--- src/rtl/instruction_fetch_unit.sv ---
// instruction_fetch_unit: fetches words from instruction memory into a 2-entry buffer feeding decode, with redirect, halt and fault handling
module instruction_fetch_unit #(
  parameter int ADDR_WIDTH = 32,
  parameter int INSTR_WIDTH = 32,
  parameter int RESET_PC = 0,
  parameter int PC_LIMIT = 1024,
  parameter logic [INSTR_WIDTH-1:0] HALT_WORD = '1
) (
  input  logic                   clk,
  input  logic                   reset,
  output logic [ADDR_WIDTH-1:0]  F_PC,
  input  logic [INSTR_WIDTH-1:0] Instr,
  output logic                   D_valid,
  input  logic                   D_ready,
  output logic [INSTR_WIDTH-1:0] D_Instr,
  output logic [ADDR_WIDTH-1:0]  D_PC,
  input  logic                   redirect_valid,
  input  logic [ADDR_WIDTH-1:0]  redirect_PC,
  output logic                   halt,
  output logic                   fault
);
  typedef enum logic [1:0] {FETCH, HALTED, FAULT} state_t;
  localparam logic [ADDR_WIDTH-1:0] LIMIT = ADDR_WIDTH'(PC_LIMIT);
  state_t state, state_n;
  logic [INSTR_WIDTH-1:0] e1_instr;
  logic [ADDR_WIDTH-1:0] e1_pc;
  logic e1_valid, pop, space, in_range, push, shift, is_halt;
  assign pop = D_valid && D_ready;
  assign space = !e1_valid || pop;
  assign in_range = F_PC < LIMIT;
  assign is_halt = Instr == HALT_WORD;
  assign push = state == FETCH && !redirect_valid && space && in_range;
  assign shift = pop || !D_valid;
  assign fault = state == FAULT;
  always_ff @(posedge clk)
    state <= reset ? FETCH : state_n;
  always_comb begin
    state_n = state;
    state_n = redirect_valid ? FETCH :
              (state != FETCH || !space) ? state :
              !in_range ? FAULT :
              is_halt ? HALTED : FETCH;
  end
  always_ff @(posedge clk) begin
    if (reset) begin
      F_PC <= ADDR_WIDTH'(RESET_PC);
      D_valid <= 1'b0;
      D_Instr <= '0;
      D_PC <= '0;
      e1_valid <= 1'b0;
      e1_instr <= '0;
      e1_pc <= '0;
      halt <= 1'b0;
    end else if (redirect_valid) begin
      F_PC <= redirect_PC;
      D_valid <= 1'b0;
      e1_valid <= 1'b0;
      halt <= 1'b0;
    end else begin
      if (push && !is_halt)
        F_PC <= F_PC + ADDR_WIDTH'(1);
      if (pop && D_Instr == HALT_WORD)
        halt <= 1'b1;
      if (shift) begin
        D_valid <= e1_valid || push;
        e1_valid <= e1_valid && push;
        if (e1_valid) begin
          D_Instr <= e1_instr;
          D_PC <= e1_pc;
        end else if (push) begin
          D_Instr <= Instr;
          D_PC <= F_PC;
        end
        if (e1_valid && push) begin
          e1_instr <= Instr;
          e1_pc <= F_PC;
        end
      end else if (push) begin
        e1_valid <= 1'b1;
        e1_instr <= Instr;
        e1_pc <= F_PC;
      end
    end
  end
endmodule

--- config.mk ---
export PLATFORM = sky130hd
export DESIGN_NAME = instruction_fetch_unit
export DESIGN_NICKNAME = d
export VERILOG_FILES = /design/src/rtl/instruction_fetch_unit.sv
export SDC_FILE = /design/constraint.sdc
export NUM_CORES = 1
export LEC_CHECK = 0
export BUFFER_PORTS_ARGS = -buffer_cell sky130_fd_sc_hd__buf_2
export CELL_PAD_IN_SITES_DETAIL_PLACEMENT = 1
export CELL_PAD_IN_SITES_GLOBAL_PLACEMENT = 1
export CORE_MARGIN = 3
export CORE_UTILIZATION = 41
export DETAILED_ROUTE_END_ITERATION = 6
export HOLD_SLACK_MARGIN = 0.15
export PLACE_DENSITY = 0.82
export SLEW_MARGIN = 20
export SYNTH_ARGS = -nofsm -noshare
export SYNTH_HDL_FRONTEND = slang
export SYNTH_SLANG_ARGS = --single-unit
--- constraint.sdc ---
create_clock -name clk -period 2.1 [get_ports clk]
set_input_delay 0.21 -clock clk [delete_from_list [all_inputs] [get_ports clk]]
set_output_delay 0.21 -clock clk [all_outputs]
set_load 0.1 [all_outputs]
==> results of run 1 <==
## area by class of cell
cell class | count | area, um^2 | area share, %
inverter | 21 | 78.83 | 0.8269
multi-input combinational | 456 | 3374 | 35.40
timing repair buffer | 268 | 1851 | 19.41
antenna | 1 | 2.502 | 0.02625
clock buffer | 19 | 452.9 | 4.751
clock inverter | 13 | 153.9 | 1.614
sequential | 165 | 3344 | 35.08
tap | 220 | 275.3 | 2.888
## power groups by stage
stage | combinational [W] | sequential [W] | clock [W]
4_1_cts | 0.00107 | 0.00327 | 0.00326
3_5_place_dp | 0.000969 | 0.00334 | 0
3_3_place_gp | 0.000958 | 0.00333 | 0
5_1_grt | 0.00115 | 0.00328 | 0.00339
2_1_floorplan | 0.000302 | 0.00373 | 0
6_report | 0.00109 | 0.00327 | 0.00323
## cell usage after synthesis, drive strengths merged (2+ instances only)
cell type,n
o21bai,2
and4,3
a2111oi,5
o21ai,2
buf,25
nor3,9
and2,23
a21oi,66
nor2,73
and3,6
nand2,16
a211oi,71
a21boi,2
nand3,2
o31a,15
nand4,19
and3b,2
dfxtp,165
a21bo,2
nand3b,2
a31oi,4
clkbuf,36
nor2b,2
xnor2,2
mux2i,115
nor4,8
inv,21
## final timing paths
| path | slack [ns] | endpoint | cells after the start | start |
|---|---|---|---|---|
| worst min register to register | 0.46 | e1_pc[15]$_SDFFE_PP0P_ | 1 | e1_pc[15]$_SDFFE_PP0P_ |
| worst max-delay path | 0.05 | e1_instr[29]$_SDFFE_PP0P_ | 7 | F_PC[17]$_SDFFE_PP0P_ |
| worst min-delay path | 0.18 | F_PC[1]$_SDFFE_PP0P_ | 4 | redirect_PC[1] |
| worst max register to register | 0.05 | e1_instr[29]$_SDFFE_PP0P_ | 7 | F_PC[17]$_SDFFE_PP0P_ |
## layer usage
layer / wire length [um] / part of all wire (%) / vias up / GRT usage [%]
li1: - / - / 3006 / -
met3: 1004 / 4.2 / 39 / 4.265
met1: 9938 / 42 / 3155 / 30.57
met2: 12300 / 52 / 174 / 44.41
met5: 0 / 0 / - / 0
met4: 549 / 2.3 / 0 / 9.978
## kinds of logic (layout without fill, tap and decap cells)
| logic type | count (synthesis) | after routing |
|---|---|---|
| compound gates | 173 | 173 |
| xor+xnor | 2 | 2 |
| fa+ha+maj | 1 | 1 |
| buf+inv | 82 | 321 |
| flops | 165 | 165 |
| mux | 115 | 115 |
| other cells | 0 | 1 |
| simple gates | 165 | 165 |
## state kept, by name, indices dropped and copies added, names as in the netlist, 2 cells and up
name,flops
D_Instr,32
D_PC,32
F_PC,32
e1_instr,32
e1_pc,32
state,2
## per-stage QoR
stage	setup TNS, ns	cell area, um^2	hold slack, ns	worst slack, ns
2_1_floorplan	0	7047	0.3437	0.06723
3_3_place_gp	0	8210	0.4413	0.1429
3_5_place_dp	0	8210	0.4443	0.01209
4_1_cts	0	9455	0.1547	0.02279
5_1_grt	-0.2761	9533	0.1794	-0.04476
6_report	0	9533	0.1786	0.05473
## worst max-delay path: stages, from the launching register on
cell,delay [ns]
dfxtp_2,0.36
nor4_4,0.38
nand4_4,0.24
nor3_2,0.21
buf_4,0.19
buf_6,0.20
mux2i_1,0.25
nor2_1,0.08
## what timing repair did
action / in CTS / in global routing
hold endpoints to repair: 78 / 0
hold buffers: 63 / 0
setup buffers: 1 / 6
resized for setup: 0 / 9
cloned: 0 / 0
pin swaps: 1 / 7
endpoints found under the setup margin: 1 / 49
==> results by group, run 1 <==
Run status
  – Status: finished, final reports clean

Global routing
  – Vias in the first global route: about 6,700
  – Grt ovf: 0
  – First-pass GRT wire length: 36.73 mm
  – Tot GR Track Use: approximately 25%
  – Largest net degree at the start of global routing: 91
  – Initial antenna violation count: 1

Placement
  – I/O Buffers: around 170
  – Hpwl dp: 14.60 mm
  – Dpl cells: 1,060
  – Final GP Congestion: 0.7643

Synthesis
  – Synth async-reset ratio: 0%
  – Yosys cell types: 42
  – Simple-gate share of the synthesized area: ~13%
  – Synth top area cells: dfxtp_1 (47%), mux2i_1 (16%), a211oi_1 (7.4%), a21oi_1 (4.7%), nor2_1 (3.9%)
  – Gate Count Post-Synth: about 700
  – Synth top area share: about 47%
  – Adder-Cell Fraction of Synth Area: less than 1%
  – Post-synthesis mux area share: approximately 16%
  – Number of synthesized register bits: about 170
  – Largest family of logic cells by synthesized area: compound AO/OA/AOI/OAI gates
  – Post-Synth XOR/XNOR Area: 0.2498%
  – Compound-Gate Fraction of Synth Area: around 17%
  – Post-synth EDFFs: 0
  – Mapped Avg Cell Area: approximately 10 um^2
  – Yosys warning total: 0
  – Yosys top cell by area: dfxtp_1
  – Syn Std Cell Area: between 0.007 and 0.008 mm^2
  – Syn Nets: between 700 and 800
  – Seq/Total Area, Yosys: 47.11%
  – Most used DFF post-synth: dfxtp_1

Die
  – Die Area: around 0.019 mm^2
  – Die height: between 100 and 150 um
  – Row count: 47
  – Initial Utilization: a little over two fifths
  – I/O pins: ~170
  – Placeable Area: about 0.017 mm^2
  – Die W: between 100 and 150 um

Timing
  – Endpoints failing hold: 0
  – Setup violations, final: 0
  – Max-slew violations: 0
  – RSZ-0062 raised after global routing: yes
  – F_max: between 400 and 500 MHz
  – Minimum clock period: 2.045 ns
  – Slew @ Worst Pin: 0.5321 ns
  – Rel. slew slack: ~65%
  – Clk_skew: slightly below 0.008 ns
  – Final worst path period share: a little over nine tenths

Detailed routing
  – Post-detailed-route count of antenna-violating nets: 0
  – Final wirelength: 23.79 mm
  – Via count: 6,374
  – Drt wl/cell: 20.46 um
  – DRT iter0 DRCs: 291
  – Drt drc: 0
  – Routed vias/inst: around 5.5
  – First-pass detailed-route iteration total: 5

Pwr
  – PD cells: approximately 800 mW/mm^2
  – Clk network pwr share: 42.5%
  – Total power: between 0.007 and 0.008 W
  – Combinational fraction of design power: between 10 and 15%
  – Maximum vdd drop: ~0.61 mV
  – P_sw: 0.002150 W
  – Internal power: approximately 0.0054 W
  – Leak: 3.719 nW
  – Sw Share: roughly 28%
  – Seq pwr share: a little over two fifths

Worst setup path
  – CP required: between 2 and 2.5 ns
  – CP startpoint kind: flop
  – Worst-path fanout max: 12
  – Setup CP Type: flop to flop
  – CP arrival: 2.34 ns
  – CP endpoint kind: flop

Cells and area
  – Number of fill cells: between 1,500 and 2,000
  – Non-Filler Instances: between 1,000 and 1,500
  – Commonest non-fill, non-tap cell in the layout: buf_2
  – Final core utilization: 57.28%
  – Layout Nets: approximately 1,000
  – Most frequent cells in the layout: buf_2 (165), dfxtp_1 (136), mux2i_1 (114), nor2_1 (72), a211oi_1 (69)
  – Area delta synth->final: 35.96%
  – Share of cells above drive strength 1: a little under a third

Clock tree
  – Root Driver: clkbuf_16
  – CTS tree: built
  – Worst-path clk slew: ~0.060 ns
  – Total CTS buffers: 17
  – H-tree depth: 4
  – Clk buf depth: 2
  – Clock sinks: around 170
  – Worst skew pair latency: 0.43 ns

Run
  – Max Cap Viol: 0

Worst hold path
  – Min-Delay Path Class: input port to flop
Power figures use the tool's default switching activity.
==> inputs of run 2 (changes only) <==
--- a/config.mk
+++ b/config.mk
@@ -10,3 +10,2 @@
 export CELL_PAD_IN_SITES_GLOBAL_PLACEMENT = 1
-export CORE_MARGIN = 3
 export CORE_UTILIZATION = 41
--- a/constraint.sdc
+++ b/constraint.sdc
@@ -3,2 +3,2 @@
 set_output_delay 0.21 -clock clk [all_outputs]
-set_load 0.1 [all_outputs]
+set_load 0.01 [all_outputs]
==> results by group, run 2 (synthesized netlist as in run 1, its figures left out) <==
Detailed routing
  – Final wirelength: 24.87 mm (+4.5%)
  – Routed vias/inst: 5.609 (+2.3%)
  – Drt drc: 0 (unchanged)
  – Drt wl/cell: 21.31 um (+4.2%)
  – Via count: 6,546 (+2.7%)
  – Post-detailed-route count of antenna-violating nets: 0 (unchanged)
  – First-pass detailed-route iteration total: 4 (-1)
  – DRT iter0 DRCs: 327 (+12%)

Pwr
  – Total power: 0.007131 W (-6.1%)
  – Seq pwr share: 45.7% (+2.6 points)
  – Sw Share: 25.30% (-3.0 points)
  – P_sw: 0.001804 W (-16%)
  – Leak: 3.750 nW (+0.83%)
  – Clk network pwr share: 44.0% (+1.5 points)
  – Combinational fraction of design power: 10.3% (-4.1 points)
  – Internal power: 0.005327 W (-2.1%)
  – PD cells: 743.3 mW/mm^2 (-6.7%)
  – Maximum vdd drop: 0.5866 mV (-3.2%)

Timing
  – Setup_tns: -0.009915 ns (-0.009915 ns)
  – Slew @ Worst Pin: 0.9074 ns (+0.3754 ns)
  – Worst Slack Setup Final: -0.009915 ns (-0.06464 ns)
  – Endpoints failing hold: 0 (unchanged)
  – RSZ-0062 raised after global routing: yes
  – Rel. slew slack: 39.50% (-25 points)
  – Minimum clock period: 2.110 ns (+0.06464 ns)
  – Max-slew violations: 0 (unchanged)
  – Setup violations, final: 1 (+1)
  – Final worst path period share: 100.5% (+3.1 points)
  – F_max: 474.0 MHz (-3.1%)
  – Clk_skew: 0.008783 ns (+0.0008397 ns)

Cells and area
  – Finished Cell Area: 0.009594 mm^2 (+0.64%)
  – Commonest non-fill, non-tap cell in the layout: buf_2
  – Area delta synth->final: 36.83%
  – Final core utilization: 57.65% (+0.37 points)
  – Number of fill cells: 1,851 (+0.22%)
  – Share of cells above drive strength 1: 28.75% (-1.8 points)
  – Most frequent cells in the layout: buf_2 (165), dfxtp_1 (161), mux2i_1 (114), nor2_1 (71), a211oi_1 (68)
  – Non-Filler Instances: 1,167 (+0.34%)
  – Layout Nets: 1,003 (+0.50%)

Worst setup path
  – CP arrival: 2.42 ns (+0.08 ns)
  – CP cell instances: dlygate4sd3_1, buf_2, nand4_1, nor4_4, a211oi_4, buf_12, and4_1, a2111oi_2
  – CP startpoint kind: input port
  – Slowest-stage cell, CP: dlygate4sd3_1
  – Worst-path fanout max: 25 (+13)
  – CP endpoint kind: flop
  – CP required: 2.41 ns (+0.02 ns)
  – Worst stage delay on the critical path: 0.54 ns (+0.16 ns)
  – Setup CP Type: input port to flop

Global routing
  – Tot GR Track Use: 27.53% (+2.3 points)
  – Initial antenna violation count: 1 (unchanged)
  – Largest net degree at the start of global routing: 85 (-6.6%)
  – First-pass GRT wire length: 37.50 mm (+2.1%)
  – Vias in the first global route: 7,020 (+5.1%)
  – Grt ovf: 0 (unchanged)

Die
  – Die height: 132.8 um (-2.9%)
  – Placeable Area: 0.01664 mm^2 (unchanged)
  – Row count: 47 (unchanged)
  – I/O pins: 167 (unchanged)
  – Initial Utilization: 42.13% (unchanged)
  – Die W: 132.8 um (-2.9%)
  – Die Area: 0.01763 mm^2 (-5.8%)

Run status
  – Failing checks: setup timing
  – Status: complete, but fails checks

Clock tree
  – Root Driver: clkbuf_16
  – Total CTS buffers: 17 (unchanged)
  – Worst-path clk slew: 0.06 ns (about the same)
  – Worst skew pair latency: 0.43 ns (about the same)
  – CTS tree: built
  – H-tree depth: 4 (unchanged)
  – Clk buf depth: 2 (unchanged)
  – Clock sinks: 165 (unchanged)

Placement
  – Final GP Congestion: 0.7798 (+2.0%)
  – Dpl cells: 1,061 (+0.094%)
  – I/O Buffers: 166 (unchanged)
  – Hpwl dp: 14.05 mm (-3.8%)
  – Placed Area: 0.008173 mm^2 (-0.46%)

Worst hold path
  – Min-Delay Path Class: input port to flop

Run
  – Max Cap Viol: 0 (unchanged)
-- run 2: cell types whose count changed in the layout (fill, tap and decap cells not counted), moves of 2 or more --
| cell | previous run | this run |
|---|---|---|
| buf_4 | 30 | 35 |
| dfxtp_1 | 136 | 161 |
| clkbuf_8 | 2 | 0 |
| clkinvlp_4 | 1 | 4 |
| clkbuf_16 | 17 | 21 |
| dfxtp_2 | 27 | 3 |
-- run 2: final timing paths --
| kind | from | to | slack [ns] | depth (start not counted) |
|---|---|---|---|---|
| min | redirect_PC[31] | F_PC[31]$_SDFFE_PP0P_ | 0.18 | 4 |
| max reg2reg | F_PC[20]$_SDFFE_PP0P_ | F_PC[7]$_SDFFE_PP0P_ | 0.03 | 7 |
| min reg2reg | e1_pc[14]$_SDFFE_PP0P_ | e1_pc[14]$_SDFFE_PP0P_ | 0.46 | 1 |
| max | Instr[14] | F_PC[4]$_SDFFE_PP0P_ | -0.01 | 8 |
-- run 2: power groups by stage --
stage          clock network, W  logic, W  registers [W]
2_1_floorplan                 0  0.000293        0.00334
3_3_place_gp                  0  0.000578        0.00332
3_5_place_dp                  0  0.000592        0.00333
4_1_cts                 0.00314  0.000695        0.00326
5_1_grt                 0.00331  0.000785        0.00326
6_report                0.00314  0.000735        0.00326
-- run 2: timing repair --
item                                   CTS  global route
setup buffers                            2             6
gates cloned                             1             3
pin swaps                                3            13
hold buffers                            62             0
endpoints found under the hold margin   72             0
setup endpoints to repair               43            51
gates resized for setup                  2            12
-- run 2: cell type report --
class                           instances  area (um^2)  share of cell area (%)
Tap cell                              220        275.3                   2.869
Sequential cell                       165         3311                   34.51
Clock inverter                         13        132.6                   1.382
Inverter                               21        78.83                  0.8216
Multi-Input combinational cell        456         3405                   35.49
Antenna cell                            1        2.502                 0.02608
Timing Repair Buffer                  273         1939                   20.21
Clock buffer                           18        450.4                   4.695
-- run 2: stage by stage --
stage                     hold WS, ns  setup slack (ns)
final                          0.1820         -0.009915
after global routing           0.1948          -0.08917
after CTS                      0.1761          0.002887
after detailed placement       0.4434           -0.1118
after global placement         0.4413           0.01857
after floorplan                0.3512            0.2688
-- run 2: routing by layer --
layer | share of wire, % | routed length (um) | GRT usage (%)
met5 | 0 | 0 | 0
met4 | 3.3 | 830 | 14.24
met3 | 4.8 | 1195 | 6.437
met2 | 51 | 12560 | 47.43
met1 | 41 | 10280 | 31.79
-- run 2: worst max-delay path, delay by kind of cell --
family	cells	cell delay (ns)
buffers and inverters	3	0.88
AO/OA/AOI/OAI	2	0.47
AND/OR/NAND/NOR	3	0.84
==> inputs of run 3 (changes only) <==
Settings changed: ABC_AREA from default to 1, CORE_UTILIZATION 41 to 39.
==> results by group, run 3 <==
Placement
  – Hpwl dp: 16.60 mm (+18%)
  – Dpl cells: 1,442 (+36%)
  – Final GP Congestion: 0.8147 (+4.5%)
  – I/O Buffers: 166 (unchanged)
  – Placed Area: 0.008567 mm^2 (+4.8%)

Synthesis
  – Synth async-reset ratio: 0% (unchanged)
  – Synth top area share: 43.50% (-3.6 points)
  – Most common cell in the netlist: nand2_1
  – Most used DFF post-synth: dfxtp_1
  – Post-synth EDFFs: 0 (unchanged)
  – Synth top area cells: dfxtp_1 (43%), nand2_1 (16%), nor2_1 (6.9%), nand3_1 (5.8%), a21oi_1 (4.9%)
  – Mapped Avg Cell Area: 7.137 um^2 (-28%)
  – Yosys cell types: 29 (-31%)
  – Yosys top cell by area: dfxtp_1
  – Most common library cells after synthesis: nand2_1 (333), dfxtp_1 (165), nor2_1 (139), nand3_1 (88), a21oi_1 (74)
  – Number of synthesized register bits: 165 (unchanged)
  – Gate Count Post-Synth: 1,064 (+51%)
  – Seq/Total Area, Yosys: 43.50% (-3.6 points)
  – Syn Nets: 1,133 (+47%)
  – Yosys warning total: 0 (unchanged)
  – Syn Std Cell Area: 0.007594 mm^2 (+8.3%)

Detailed routing
  – Drt drc: 0 (unchanged)
  – Post-detailed-route count of antenna-violating nets: 0 (unchanged)
  – Drt wl/cell: 17.66 um (-17%)
  – Routed vias/inst: 5.114 (-8.8%)
  – Via count: 7,819 (+19%)
  – DRT iter0 DRCs: 412 (+26%)
  – Final wirelength: 27.00 mm (+8.6%)
  – First-pass detailed-route iteration total: 4 (unchanged)

Die
  – Die Area: 0.02003 mm^2 (+14%)
  – Placeable Area: 0.01889 mm^2 (+14%)
  – Die W: 141.5 um (+6.6%)
  – Initial Utilization: 40.19% (-1.9 points)
  – Row count: 50 (+6.4%)
  – Die height: 141.5 um (+6.6%)
  – I/O pins: 167 (unchanged)

Cells and area
  – Final core utilization: 51.28% (-6.4 points)
  – Commonest non-fill, non-tap cell in the layout: nand2_1
  – Area delta synth->final: 27.58%
  – Layout Nets: 1,324 (+32%)
  – Non-Filler Instances: 1,529 (+31%)
  – Share of cells above drive strength 1: 22.81% (-5.9 points)
  – Finished Cell Area: 0.009688 mm^2 (+0.98%)
  – Most frequent cells in the layout: nand2_1 (332), buf_2 (165), dfxtp_1 (164), nor2_1 (138), nand3_1 (88)

Global routing
  – Vias in the first global route: 7,976 (+14%)
  – Largest net degree at the start of global routing: 94 (+11%)
  – Tot GR Track Use: 27.53% (about the same)
  – Initial antenna violation count: 2 (+1)
  – First-pass GRT wire length: 42.74 mm (+14%)
  – Grt ovf: 0 (unchanged)

Timing
  – Endpoints failing hold: 0 (unchanged)
  – Clk_skew: 0.01557 ns (+0.006786 ns)
  – RSZ-0062 raised after global routing: no
  – Slew @ Worst Pin: 0.8087 ns (-0.09873 ns)
  – Setup violations, final: 0 (-1)
  – Setup_tns: 0 ns (+0.009915 ns)
  – Rel. slew slack: 46.09% (+6.6 points)
  – Final worst path period share: 98.10% (-2.4 points)
  – F_max: 485.4 MHz (+2.4%)
  – Minimum clock period: 2.060 ns (-0.04972 ns)
  – Max-slew violations: 0 (unchanged)
  – Hold Slack: 0.1623 ns (-0.01969 ns)

Worst hold path
  – Min-Delay Path Class: input port to flop
  – Hold Path Depth: 5 (+1)

Clock tree
  – Worst-path clk slew: 0.07 ns (about the same)
  – H-tree depth: 4 (unchanged)
  – Clock sinks: 165 (unchanged)
  – Setup Fix Bufs, Post-CTS: 0 (-2)
  – Total CTS buffers: 17 (unchanged)
  – CTS tree: built
  – Root Driver: clkbuf_16
  – Worst skew pair latency: 0.44 ns (about the same)
  – Clk buf depth: 2 (unchanged)

Worst setup path
  – CP arrival: 2.38 ns (-0.04 ns)
  – CP endpoint kind: flop
  – Worst-path fanout max: 18 (-28%)
  – CP startpoint kind: input port
  – Worst setup path start: Instr[26]
  – Critical Path Sink: F_PC[20]$_SDFFE_PP0P_
  – CP required: 2.42 ns (about the same)
  – R2r worst-path depth: 9 (+2)
  – R2r startpoint: F_PC[20]$_SDFFE_PP0P_
  – R2R setup slack: 0.21 ns (+0.18 ns)
  – Setup CP Type: input port to flop
  – Worst flop-to-flop path endpoint: F_PC[20]$_SDFFE_PP0P_

Pwr
  – Leak: 4.419 nW (+18%)
  – Maximum vdd drop: 0.6379 mV (+8.8%)
  – PD cells: 720.1 mW/mm^2 (-3.1%)

Run
  – Max Cap Viol: 0 (unchanged)

Run status
  – Status: finished, final reports clean
==> run 3: layer usage <==
metal / up-vias / GRT usage, % / part of all wire, %
li1: 3810 / - / -
met1: 3748 / 34.41 / 43
met2: 214 / 46.75 / 49
met3: 47 / 5.029 / 5.0
met4: 0 / 11.09 / 2.8
met5: - / 0 / 0
==> run 3: worst max-delay path, cell delays in order <==
cell and delay (ns):
dlygate4sd3_1 0.55, buf_2 0.16, nand2_1 0.06, nor2_1 0.08, nand2_1 0.09, nor2_1 0.19
nand2_1 0.15, nand3_2 0.26, buf_12 0.20, nand3_1 0.09, a21oi_1 0.34
==> run 3: cell type report <==
type | count | area, um^2
antenna | 2 | 5.005
clock buffer | 23 | 498.0
clock inverter | 8 | 73.82
fill | 2467 | 9205
inverter | 43 | 161.4
multi-input combinational | 784 | 3687
sequential | 165 | 3304
tap | 260 | 325.3
timing repair buffer | 244 | 1633
==> run 3: logic make-up after synthesis <==
| family | count (synthesis) | share of synthesized area [%] |
|---|---|---|
| compound gates | 154 | 11.20 |
| xor+xnor | 6 | 0.6920 |
| fa+ha+maj | 1 | 0.1647 |
| buf+inv | 115 | 8.074 |
| flops | 165 | 43.50 |
| mux | 1 | 0.1318 |
| simple gates | 622 | 36.23 |
==> run 3: what timing repair did <==
item | CTS | global route
endpoints found under the hold margin | 54 | 0
setup endpoints to repair | 0 | 1
gates resized for setup | 0 | 1
hold buffers | 54 | 0
==> run 3: how the worst min path moves through the flow <==
stage	startpoint	end
floorplan	Instr[0]	e1_instr[0]$_SDFFE_PP0P_
detailed placement	e1_pc[17]$_SDFFE_PP0P_	e1_pc[17]$_SDFFE_PP0P_
finish	redirect_PC[5]	F_PC[5]$_SDFFE_PP0P_
global route	redirect_PC[4]	F_PC[4]$_SDFFE_PP0P_
global placement	e1_pc[15]$_SDFFE_PP0P_	e1_pc[15]$_SDFFE_PP0P_
CTS	redirect_PC[9]	F_PC[9]$_SDFFE_PP0P_
==> run 3: through the flow <==
stage	total power, W	setup WS [ns]
floorplan	0.003616	0.6034
global placement	0.003865	0.3684
detailed placement	0.003879	0.2776
CTS	0.006985	0.1947
global route	0.007209	0.02024
finish	0.006976	0.03981
==> run 3: power by group <==
part / switching (W) / internal (W)
Sequential: 0.0000537 / 0.00317
Combinational: 0.000415 / 0.000266
Clock: 0.00129 / 0.00178
